--- src/rtl/sia_tx.sv ---
// sia_tx: SIA transmit back end. A word FIFO feeds a raw LSB-first shifter; software supplies all framing bits.
// Latency: a push at edge N loads at N+1 when idle, and bit 0 drives txd_o after N+2. Each bit lasts rate+1 clocks.
// Backpressure: txq_not_full_o drops when the FIFO holds 2^DEPTH_LOG2 words. A push while full is silently dropped.
// Ports: clk_i/reset_i (async, active-low); txq_we_i/txq_dat_i push stream; txq_not_full_o/txq_empty_o/tx_idle_o status;
//        bits_i (frame length), bitrat_i (bit time - 1), txcmod_i ([2] clk enable, [1] clk idle level), eedd_i/eedc_i
//        drive enables; txd_o serial data (idle 1), txc_o serial clock.
module sia_tx #(
  parameter int DEPTH_LOG2 = 2
) (
  input  logic        clk_i,
  input  logic        reset_i,
  input  logic        txq_we_i,
  input  logic [15:0] txq_dat_i,
  output logic        txq_not_full_o,
  output logic        txq_empty_o,
  output logic        tx_idle_o,
  input  logic [4:0]  bits_i,
  input  logic [19:0] bitrat_i,
  input  logic [2:0]  txcmod_i,
  input  logic        eedd_i,
  input  logic        eedc_i,
  output logic        txd_o,
  output logic        txc_o
);

  localparam int DEPTH = 1 << DEPTH_LOG2;

  localparam logic [0:0] ST_IDLE  = 1'b0;
  localparam logic [0:0] ST_SHIFT = 1'b1;

  logic [15:0]           mem [DEPTH];
  logic [DEPTH_LOG2-1:0] wr_ptr;
  logic [DEPTH_LOG2-1:0] rd_ptr;
  logic [DEPTH_LOG2:0]   count;

  logic [0:0]  state;
  logic [15:0] sr;
  logic [19:0] rate;
  logic [19:0] baud;
  logic [4:0]  remaining;

  logic       empty;
  logic       push;
  logic       last_bit;
  logic       load;
  logic [4:0] nbits;
  logic       clk_active;
  logic       cmod_unused;

  // txcmod_i[0] is reserved.
  assign cmod_unused = txcmod_i[0];

  assign empty = (count == '0);
  // count never exceeds DEPTH, so its MSB is set exactly when the FIFO is full.
  assign push  = txq_we_i & ~count[DEPTH_LOG2];

  assign last_bit = (state == ST_SHIFT) && (baud == '0) && (remaining == 5'd1);
  // Loading on the final cycle of the last bit makes frames run back-to-back with no gap.
  assign load     = ~empty & ((state == ST_IDLE) | last_bit);
  assign nbits    = (bits_i == 5'd0) ? 5'd1 : bits_i;

  assign txq_not_full_o = ~count[DEPTH_LOG2];
  assign txq_empty_o    = empty;
  assign tx_idle_o      = empty & (state == ST_IDLE);

  // Storage needs no reset; the pointers and count define which entries are valid.
  always_ff @(posedge clk_i) begin
    if (push) begin
      mem[wr_ptr] <= txq_dat_i;
    end
  end

  always_ff @(posedge clk_i or negedge reset_i) begin
    if (!reset_i) begin
      wr_ptr <= '0;
      rd_ptr <= '0;
      count  <= '0;
    end else begin
      if (push) begin
        wr_ptr <= wr_ptr + 1'b1;
      end
      if (load) begin
        rd_ptr <= rd_ptr + 1'b1;
      end
      case ({push, load})
        2'b10:   count <= count + 1'b1;
        2'b01:   count <= count - 1'b1;
        default: ;
      endcase
    end
  end

  // Shifter: bits_i/bitrat_i are captured only at load, so mid-frame changes wait for the next frame.
  always_ff @(posedge clk_i or negedge reset_i) begin
    if (!reset_i) begin
      state     <= ST_IDLE;
      sr        <= '1;
      rate      <= '0;
      baud      <= '0;
      remaining <= '0;
    end else if (load) begin
      state     <= ST_SHIFT;
      sr        <= mem[rd_ptr];
      rate      <= bitrat_i;
      baud      <= bitrat_i;
      remaining <= nbits;
    end else if (state == ST_SHIFT) begin
      if (baud != '0) begin
        baud <= baud - 1'b1;
      end else if (remaining > 5'd1) begin
        // Fill with 1s so frames longer than 16 bits trail off at the line idle level.
        sr        <= {1'b1, sr[15:1]};
        baud      <= rate;
        remaining <= remaining - 1'b1;
      end else begin
        state <= ST_IDLE;
      end
    end
  end

  // The clock is active in the second half of each bit. With single-clock bits there is no first half,
  // so the clock stays at its idle level rather than sitting permanently active.
  assign clk_active = (state == ST_SHIFT) & txcmod_i[2] & (rate != '0) & (baud <= (rate >> 1));

  always_ff @(posedge clk_i or negedge reset_i) begin
    if (!reset_i) begin
      txd_o <= 1'b1;
      txc_o <= 1'b0;
    end else begin
      txd_o <= (eedd_i && (state == ST_SHIFT)) ? sr[0] : 1'b1;
      txc_o <= (eedc_i && clk_active) ? ~txcmod_i[1] : txcmod_i[1];
    end
  end

endmodule

--- config.mk ---
export PLATFORM = sky130hd
export DESIGN_NAME = sia_tx
export DESIGN_NICKNAME = d
export VERILOG_FILES = /design/src/rtl/sia_tx.sv
export SDC_FILE = /design/constraint.sdc
export NUM_CORES = 1
export LEC_CHECK = 0
export BUFFER_PORTS_ARGS = -buffer_cell sky130_fd_sc_hd__buf_2
export CORE_ASPECT_RATIO = 1.5
export CORE_UTILIZATION = 55
export CTS_CLUSTER_DIAMETER = 60
export DETAILED_ROUTE_END_ITERATION = 10
export PLACE_DENSITY = 0.72
export SKIP_LAST_GASP = 1
export SLEW_MARGIN = 20
export SYNTH_ARGS = -nofsm -noshare
export SYNTH_HDL_FRONTEND = slang
export SYNTH_SLANG_ARGS = --single-unit
--- constraint.sdc ---
create_clock -name clk_i -period 4.7 [get_ports clk_i]
set_input_delay 0.705 -clock clk_i [delete_from_list [all_inputs] [get_ports clk_i]]
set_output_delay 0.705 -clock clk_i [all_outputs]
set_load 0.05 [all_outputs]
---- Word-level counts from Yosys, hierarchy flattened ----
Memories as Yosys holds them, arrays and structs flattened.
Index checks and enable logic that the tools add are counted.
storage, ports and cells
  register bits ........................... 71
  memory bits (writable) .................. 64
  input bits .............................. 49
  output and inout bits ................... 5
  logic and storage cells ................. 71
  memories kept ........................... 1
memories
  memory  depth  width  read ports  clocked after memory_dff  wr ports  RTL line  text
  mem     4      16     1           0                         1         31        logic [15:0] mem [DEPTH];
cells by class
  add/sub/neg operators ................... 6
  order comparisons ....................... 2
  equality and inequality tests ........... 4
  muxes and demuxes ....................... 22
  bitwise logic cells ..................... 11
  reduce and logical (&&, ||, !) cells .... 15
operator list
  kind                     count
  $mux W20                 4
  $mux W16                 4
  $reduce_bool A20 Y1      2
  $mux W5                  5
  $le A20 B19 Y1           1
  $logic_not A20 Y1        1
  $sub A20 B1 Y20 const B  1
  $mux W1                  8
  $and A1 B1 Y1            6
  $pmux W3 S2              1
  $reduce_bool A2 Y1       3
  $eq A5 B1 Y1 const B     1
  $gt A5 B1 Y1 const B     1
  $logic_not A5 Y1         1
  $sub A5 B1 Y5 const B    1
  $add A2 B1 Y2 const B    2
  $logic_and A1 B1 Y1      4
  $not A1 Y1               4
  $add A3 B1 Y3 const B    1
  $logic_not A3 Y1         1
  $reduce_and A3 Y1        1
  $reduce_bool A3 Y1       1
  $sub A3 B1 Y3 const B    1
  $eq A2 B1 Y1 const B     1
  4 further kinds          4

---- Logic depth before layout (Yosys ltp) ----
Gate-level depths: netlist of the first run.
  depth in word-level cells ............... 7
  mapped depth ............................ 16

---- Worst setup path after synthesis of the first run ----
OpenSTA, ideal clock, no wires.
  path kind ............................... register to register
  from .................................... reg count[1]
  to ...................................... reg count[1]
  arrival time ............................ 2.693 ns
  path slack .............................. 1.924 ns
  stages on the path, launching flop included .. 12
  buffers on the path ..................... 2
  period minus slack after synthesis ...... 2.776 ns
  path through ............................ dfrtp_1 or3_1 inv_1 nor2_1 a31oi_4 inv_2 buf_4 buf_2 ha_1 inv_1 fa_1 o21ai_0
between the ends
  word-level cells in the longest chain between the ends .. 5
  elaborated cells on any way between the ends .. 9
  classes of those cells .................. add/sub (2); eq/ne (2); mux (1); bitwise (2); reduce/logical (2)
ends and longest elaborated chain
  element                                                   RTL line  text
  start: declaration                                        34        logic [DEPTH_LOG2:0] count;
  start signal: assignment                                  86        2'b10: count <= count + 1'b1;
  start signal: assignment                                  87        2'b01: count <= count - 1'b1;
  $logic_not A3 Y1 (*)                                      53        assign empty = (count == '0);
  named net txq_empty_o                                     15        output logic txq_empty_o,
  $not A1 Y1 (*)                                            59        assign load = ~empty & ((state == ST_IDLE) | last_bit);
  $and A1 B1 Y1 (*)                                         59
  named net load                                            45        logic load;
  $eq A2 B1 Y1 / $eq A2 B2 Y1 (equally long branches)       85        case ({push, load})
  $pmux W3 S2 / $reduce_bool A2 Y1 (equally long branches)  -
Mark *: on every way through the listed nets, which the timed path passes. The rest lies on a longest branch.
A chain may end at the register's enable or synchronous reset.

---- Worst setup path after layout of the first run ----
  from .................................... reg baud[0]
  to ...................................... reg count[2]
between the ends
  word-level cells in the longest chain between the ends .. 7
  elaborated cells on any way between the ends .. 9
  classes of those cells .................. eq/ne (2); mux (1); bitwise (2); reduce/logical (4)
ends and longest elaborated chain
  element                                                   RTL line  text
  start: declaration                                        39        logic [19:0] baud;
  start signal: assignment                                  105       baud <= bitrat_i;
  start signal: assignment                                  109       baud <= baud - 1'b1;
  start signal: assignment                                  113       baud <= rate;
  $logic_not A20 Y1 (*)                                     57        assign last_bit = (state == ST_SHIFT) && (baud == '0) && (remaining == 5'd1);
  $logic_and A1 B1 Y1 (*) (2 in a row)                      57
  $or A1 B1 Y1 (*)                                          59
  $and A1 B1 Y1 (*)                                         59
  $eq A2 B1 Y1 / $eq A2 B2 Y1 (equally long branches)       85
  $pmux W3 S2 / $reduce_bool A2 Y1 (equally long branches)  -
Every way passes the cells marked *; elsewhere a longest branch is shown, timed or not.

==> flow_metrics.py, run 1 <==
metrics = {
    "routing": {
        "ant_nets": 0,
        "top_layer": "met4",
        "post_drt_wl_per_cell_um": 18.9,
        "routed-via-count": 4696,
        "vias_per_cell": 5.97,
        "drt-met1-wl_um": 5730,
        "dr_wl_met3_um": 633,
        "drtIter0Drc": 242,
        "wl_met2_um": 7990,
        "route.detailed.drc": 0,
        "drtPass1Iterations": 5,
        "finalWirelength_um": 14800,
    },
    "pwr": {
        "p_leak_nw": 3.14,
        "clockPowerShare_pct": 27.0,
        "swShare_pct": 36.3,
        "intPower_mw": 3.14,
        "p_switching_mw": 1.79,
        "pwr-share-comb_pct": 30.5,
        "pwr_density_cell_nw_per_um2": 645,
        "power_frac_seq_pct": 42.5,
        "peakVddDrop_mv": 0.378,
    },
    "cts": {
        "cts_resized": 0,
        "clkTransAtPathRegs_ns": 0.06,
        "clkLatencyLatePin_ns": 0.42,
        "cts.sinks": 135,
        "postCtsSetupRepairBufs": 0,
        "cts_tree": "built",
        "htreeDepth": 4,
        "cts_buffer_depth": 2,
        "cts_inserted_buffers": 17,
        "holdBufCountCts": 0,
        "clock_tree.root_cell": "clkbuf_16",
    },
    "run_status": {
        "status": "finished, final reports clean",
    },
    "floorplanning": {
        "dieArea_um2": 12600,
        "start_util_pct": 57.2,
        "floorplan.die.width_um": 91.9,
        "io_pins": 54,
        "rows": 48,
        "die_h_um": 137,
        "core_um2": 11700,
    },
    "finish": {
        "drive_gt1_share_pct": 20.4,
        "utilization_pct": 65.5,
        "final_nets": 701,
        "area_growth_pct": 14.6,
        "diodes": 0,
    },
    "sta": {
        "skew_ns": 0.00760,
        "slew_violations": 0,
        "rsz0062_at_grt": "no",
        "timing.final.crit_period_ns": 3.31,
        "slew_headroom_pct": 30.1,
        "period_share_pct": 70.4,
        "finalSetupViolCount": 0,
        "finalSetupTns_ns": 0,
        "fmax_mhz": 302,
        "hold_viol": 0,
        "worst_slew_pin_slew_ns": 1.04,
    },
    "grt": {
        "grt_max_degree": 55,
        "overflow": 0,
        "grt_pass1_wl_um": 24400,
        "antenna_found_initial": 0,
        "grt_pass1_vias": 4955,
        "grt.total_usage_pct": 25.9,
    },
    "worst_setup_path": {
        "worst-r2r-cell-count": 12,
        "critPathKind": "reg -> reg",
        "startpoint_type": "flip-flop",
        "crit_required_ns": 5.04,
        "end_kind": "flip-flop",
        "worstSetupEndpoint": "count[2]",
        "r2r_slack_ns": 1.39,
        "worstReg2RegEnd": "count[2]",
        "worstReg2RegStart": "baud[0]",
        "startpoint": "baud[0]",
        "cp.arrival_ns": 3.64,
        "path_max_fanout": 32,
    },
    "logic_synthesis": {
        "syn_inst": 575,
        "synth_compound_area_share_pct": 12.6,
        "synth-async-reset-ratio_pct": 52.6,
        "synth_nets": 653,
        "synthMuxAreaShare_pct": 7.51,
        "synth_xor_area_share_pct": 2.23,
        "syn_area_um2": 6660,
        "synth-edff-count": 64,
        "ys_types": 61,
        "syn-mean-instance-area_um2": 11.6,
        "synth-simple-area-share_pct": 12.1,
        "synth_top_family_by_area": "compound AO/OA/AOI/OAI gates",
        "yosys_warnings": 0,
        "synth_seq_area_share_pct": 55.8,
        "ys_ff_latch": 135,
        "synthAdderAreaFrac_pct": 5.56,
        "synth-main-ff-cell": "edfxtp_1",
    },
    "min_path": {
        "hp-class": "in -> async",
    },
    "placement": {
        "port_buffers": 52,
        "gp_congestion": 0.909,
        "place_hpwl_um": 10200,
    },
    "job": {
        "maxCapViolations": 0,
    },
}
per-layer routing:
layer | global-route usage (%) | vias up
met5 | 0 | -
met4 | 13.8 | 0
met3 | 5.78 | 33
met2 | 46.9 | 143
met1 | 27.9 | 2311
li1 | - | 2209
state kept, by name, summed over array words and instances (netlist names):
register	count
rate	20
count	3
mem	64
wr_ptr	2
sr	16
txc_o	1
remaining	5
state	1
rd_ptr	2
baud	20
txd_o	1
synthesized netlist by cell type, types with 5 or more instances:
cell	count	area [um^2]
nand2_1	69	259
edfxtp_1	64	1920
dfrtp_1	54	1350
o21ai_0	49	245
inv_1	38	143
ha_1	28	350
nor2_1	28	105
a21oi_1	25	125
dfstp_2	17	447
mux4_2	16	360
mux2i_1	14	140
nor3_1	14	70.1
xnor2_1	14	123
buf_2	12	60.1
clkbuf_1	11	41.3
nand3_1	11	55.1
nor4_1	10	62.6
a211oi_1	6	45.0
and2_1	6	37.5
nand4_1	6	37.5
o21ai_1	5	25.0
o221ai_1	5	43.8
per-stage QoR:
| step | worst slack [ns] | hold slack [ns] | cell area, um^2 | cells | total power [mW] |
|---|---|---|---|---|---|
| after floorplan | 1.92 | 0.409 | 6660 | 575 | 3.14 |
| after global placement | 1.53 | 0.459 | 7020 | 753 | 3.52 |
| after detailed placement | 1.50 | 0.465 | 7020 | 753 | 3.60 |
| after CTS | 1.46 | 0.427 | 7610 | 785 | 4.94 |
| after global routing | 1.21 | 0.231 | 7630 | 786 | 5.23 |
| final | 1.39 | 0.207 | 7630 | 786 | 4.92 |
layout by cell type, fill, tap and decap left out, drive strengths merged, types with 4 or more instances in the layout:
cell type   n
o21ai      54
o31ai       4
a32oi       4
and3        4
buf        56
o22ai       4
a31oi       4
mux4       16
and2        6
xnor2      14
o221ai      5
dfstp      17
ha         28
edfxtp     64
nand2      69
nor4       12
nor3       14
a211oi      7
nand3      12
dfrtp      54
nor2       29
a21oi      25
inv        46
mux2i      14
nand4       6
clkbuf     17
a21o        4
cells by family after synthesis:
logic type	after synthesis
AO/OA/AOI/OAI	132
XOR/XNOR	17
adder cells (fa/ha/maj)	29
buffers and inverters	66
flip-flops	135
multiplexers	30
AND/OR/NAND/NOR	166
layout make-up:
cell class / instances / area, um^2
sequential: 135 / 3720
fill: 904 / 4020
inverter: 39 / 146
clock inverter: 15 / 168
timing repair buffer: 56 / 315
multi-input combinational: 374 / 2670
tap: 150 / 188
clock buffer: 17 / 425
worst min-delay path by stage:
stage | end | slack, ns
after CTS | txd_o | 0.43
after global routing | rate[3] | 0.23
after detailed placement | sr[14] | 0.46
after global placement | sr[14] | 0.46
final | rate[4] | 0.21
after floorplan | baud[0] | 0.41
power groups by stage:
| stage | clock network, mW | logic, mW | registers, mW |
|---|---|---|---|
| after floorplan | 0 | 1.22 | 1.93 |
| after global placement | 0 | 1.43 | 2.09 |
| after detailed placement | 0 | 1.49 | 2.11 |
| after CTS | 1.35 | 1.50 | 2.09 |
| after global routing | 1.40 | 1.69 | 2.15 |
| final | 1.33 | 1.50 | 2.09 |
worst max-delay path, cell delays in order (launching register included):
cell and delay, ns:
dfrtp_1 0.48, inv_1 0.15, ha_1 0.16, nor2b_1 0.20
and4_1 0.48, a31oi_4 0.14, inv_2 0.45, ha_1 0.31
inv_1 0.07, fa_1 0.37, xor2_1 0.15, nor2_1 0.12
xnor2_1 0.13
No activity file was read; power rests on OpenSTA's default activity.
==> run 2, diff against run 1 <==
==> constraint.sdc (replaced) <==
create_clock -name clk_i -period 3.06 [get_ports clk_i]
set_input_delay 0.459 -clock clk_i [delete_from_list [all_inputs] [get_ports clk_i]]
set_output_delay 0.459 -clock clk_i [all_outputs]
set_load 0.05 [all_outputs]
==> flow_metrics.py, run 2 (synthesis gave the netlist of run 1 again) <==
metrics = {
    "pwr": {
        "clockPowerShare_pct": 25.9,
        "power_frac_seq_pct": 41.0,
        "pwr_density_cell_nw_per_um2": 984,
        "intPower_mw": 4.78,
        "swShare_pct": 36.6,
        "peakVddDrop_mv": 0.578,
        "p_switching_mw": 2.76,
        "pwr-share-comb_pct": 33.1,
        "p_leak_nw": 3.17,
    },
    "cts": {
        "htreeDepth": 4,
        "clock_tree.root_cell": "clkbuf_16",
        "cts_inserted_buffers": 17,
        "clkLatencyLatePin_ns": 0.42,
        "cts_tree": "built",
        "holdBufCountCts": 0,
        "cts_resized": 0,
        "postCtsSetupRepairBufs": 0,
        "clkTransAtPathRegs_ns": 0.07,
        "cts.sinks": 135,
        "cts_buffer_depth": 2,
    },
    "routing": {
        "ant_nets": 0,
        "drtPass1Iterations": 4,
        "drtIter0Drc": 247,
        "routed-via-count": 4751,
        "post_drt_wl_per_cell_um": 18.6,
        "finalWirelength_um": 14800,
        "route.detailed.drc": 0,
        "vias_per_cell": 5.98,
    },
    "placement": {
        "place_hpwl_um": 10200,
        "port_buffers": 52,
        "gp_congestion": 0.933,
        "placed_cells": 763,
    },
    "grt": {
        "antenna_found_initial": 0,
        "grt_max_degree": 85,
        "grt_pass1_vias": 4810,
        "overflow": 0,
        "grt.total_usage_pct": 25.3,
        "grt_pass1_wl_um": 23900,
    },
    "finish": {
        "stdcell_count": 795,
        "most-common-layout-cells": "nand2_1 (69), edfxtp_1 (64), dfrtp_1 (54), buf_2 (52), o21ai_0 (49)",
        "largest_reg_flops": 64,
        "area_growth_pct": 15.1,
        "final_nets": 710,
        "diodes": 0,
        "largest-register": "mem",
        "layout_commonest_cell": "nand2_1",
        "top_regs": "mem (64), baud (20), rate (20)",
        "drive_gt1_share_pct": 21.4,
        "utilization_pct": 65.8,
    },
    "worst_setup_path": {
        "path_max_fanout": 6,
        "max_stage_delay_ns": 0.51,
        "worstReg2RegStart": "baud[13]",
        "startpoint_type": "flip-flop",
        "worst-r2r-cell-count": 10,
        "cp_cell_sequence": "nor4_2 -> and4_1 -> a31oi_4 -> inv_2 -> ha_1 -> inv_1 -> fa_1 -> xor2_1 -> nor2_1 -> xnor2_1",
        "cp.arrival_ns": 3.07,
        "r2r_slack_ns": 0.33,
        "crit_required_ns": 3.40,
        "end_kind": "flip-flop",
        "critPathKind": "reg -> reg",
        "worstReg2RegEnd": "count[2]",
        "slowest_stage": "and4_1",
    },
    "floorplanning": {
        "start_util_pct": 57.2,
        "rows": 48,
        "dieArea_um2": 12600,
        "floorplan.die.width_um": 91.9,
        "io_pins": 54,
        "core_um2": 11700,
        "die_h_um": 137,
    },
    "sta": {
        "hold_slack_ns": 0.178,
        "finalSetupTns_ns": 0,
        "worst_slew_pin_slew_ns": 0.944,
        "rsz0062_at_grt": "no",
        "fmax_mhz": 366,
        "timing.final.crit_period_ns": 2.73,
        "slew_headroom_pct": 37.1,
        "hold_viol": 0,
        "finalSetupViolCount": 0,
        "slew_violations": 0,
        "period_share_pct": 89.3,
        "skew_ns": 0.0127,
    },
    "min_path": {
        "hp-class": "in -> async",
    },
    "job": {
        "maxCapViolations": 0,
    },
    "run_status": {
        "status": "finished, final reports clean",
    },
}
[run 2: layout make-up]
| class | count | area (um^2) |
|---|---|---|
| inverter | 39 | 146 |
| clock inverter | 15 | 139 |
| timing repair buffer | 65 | 383 |
| fill | 917 | 3980 |
| multi-input combinational | 374 | 2670 |
| tap | 150 | 188 |
| sequential | 135 | 3720 |
| clock buffer | 17 | 425 |
[run 2: how the worst max path moves through the flow]
| stage | end | cells past startpoint | start |
|---|---|---|---|
| final | count[2] | 10 | baud[13] |
| after global routing | count[2] | 10 | baud[13] |
| after CTS | count[2] | 10 | baud[13] |
| after detailed placement | count[2] | 10 | baud[13] |
| after global placement | count[2] | 10 | baud[8] |
| after floorplan | count[1] | 11 | count[1] |
[run 2: critical path, delay by kind of cell (launching register included)]
family / cells / cell delay [ns]
simple gates: 3 / 1.08
flops: 1 / 0.43
xor+xnor: 2 / 0.28
fa+ha+maj: 2 / 0.56
buf+inv: 2 / 0.17
compound gates: 1 / 0.14
[run 2: power groups by stage]
| stage | logic, mW | clock network [mW] | registers [mW] |
|---|---|---|---|
| final | 2.50 | 1.95 | 3.10 |
| after global routing | 2.81 | 2.03 | 3.16 |
| after CTS | 2.50 | 1.97 | 3.09 |
| after detailed placement | 2.48 | 0 | 3.11 |
| after global placement | 2.38 | 0 | 3.09 |
| after floorplan | 1.87 | 0 | 2.96 |
[run 2: metrics by stage]
stage	cell area [um^2]	worst slack, ns	total power [mW]
after floorplan	6660	0.284	4.82
after global routing	7670	0.109	8.00
after CTS	7670	0.332	7.56
final	7670	0.327	7.55
after detailed placement	7110	0.372	5.59
after global placement	7110	0.414	5.47
[run 2: routing by layer]
metal | up-vias | global-route usage [%] | wire, um
met5 | - | 0 | 0
met4 | 0 | 13.3 | 524
met2 | 142 | 46.3 | 7870
met3 | 40 | 4.39 | 602
met1 | 2342 | 28.0 | 5770
li1 | 2227 | - | -
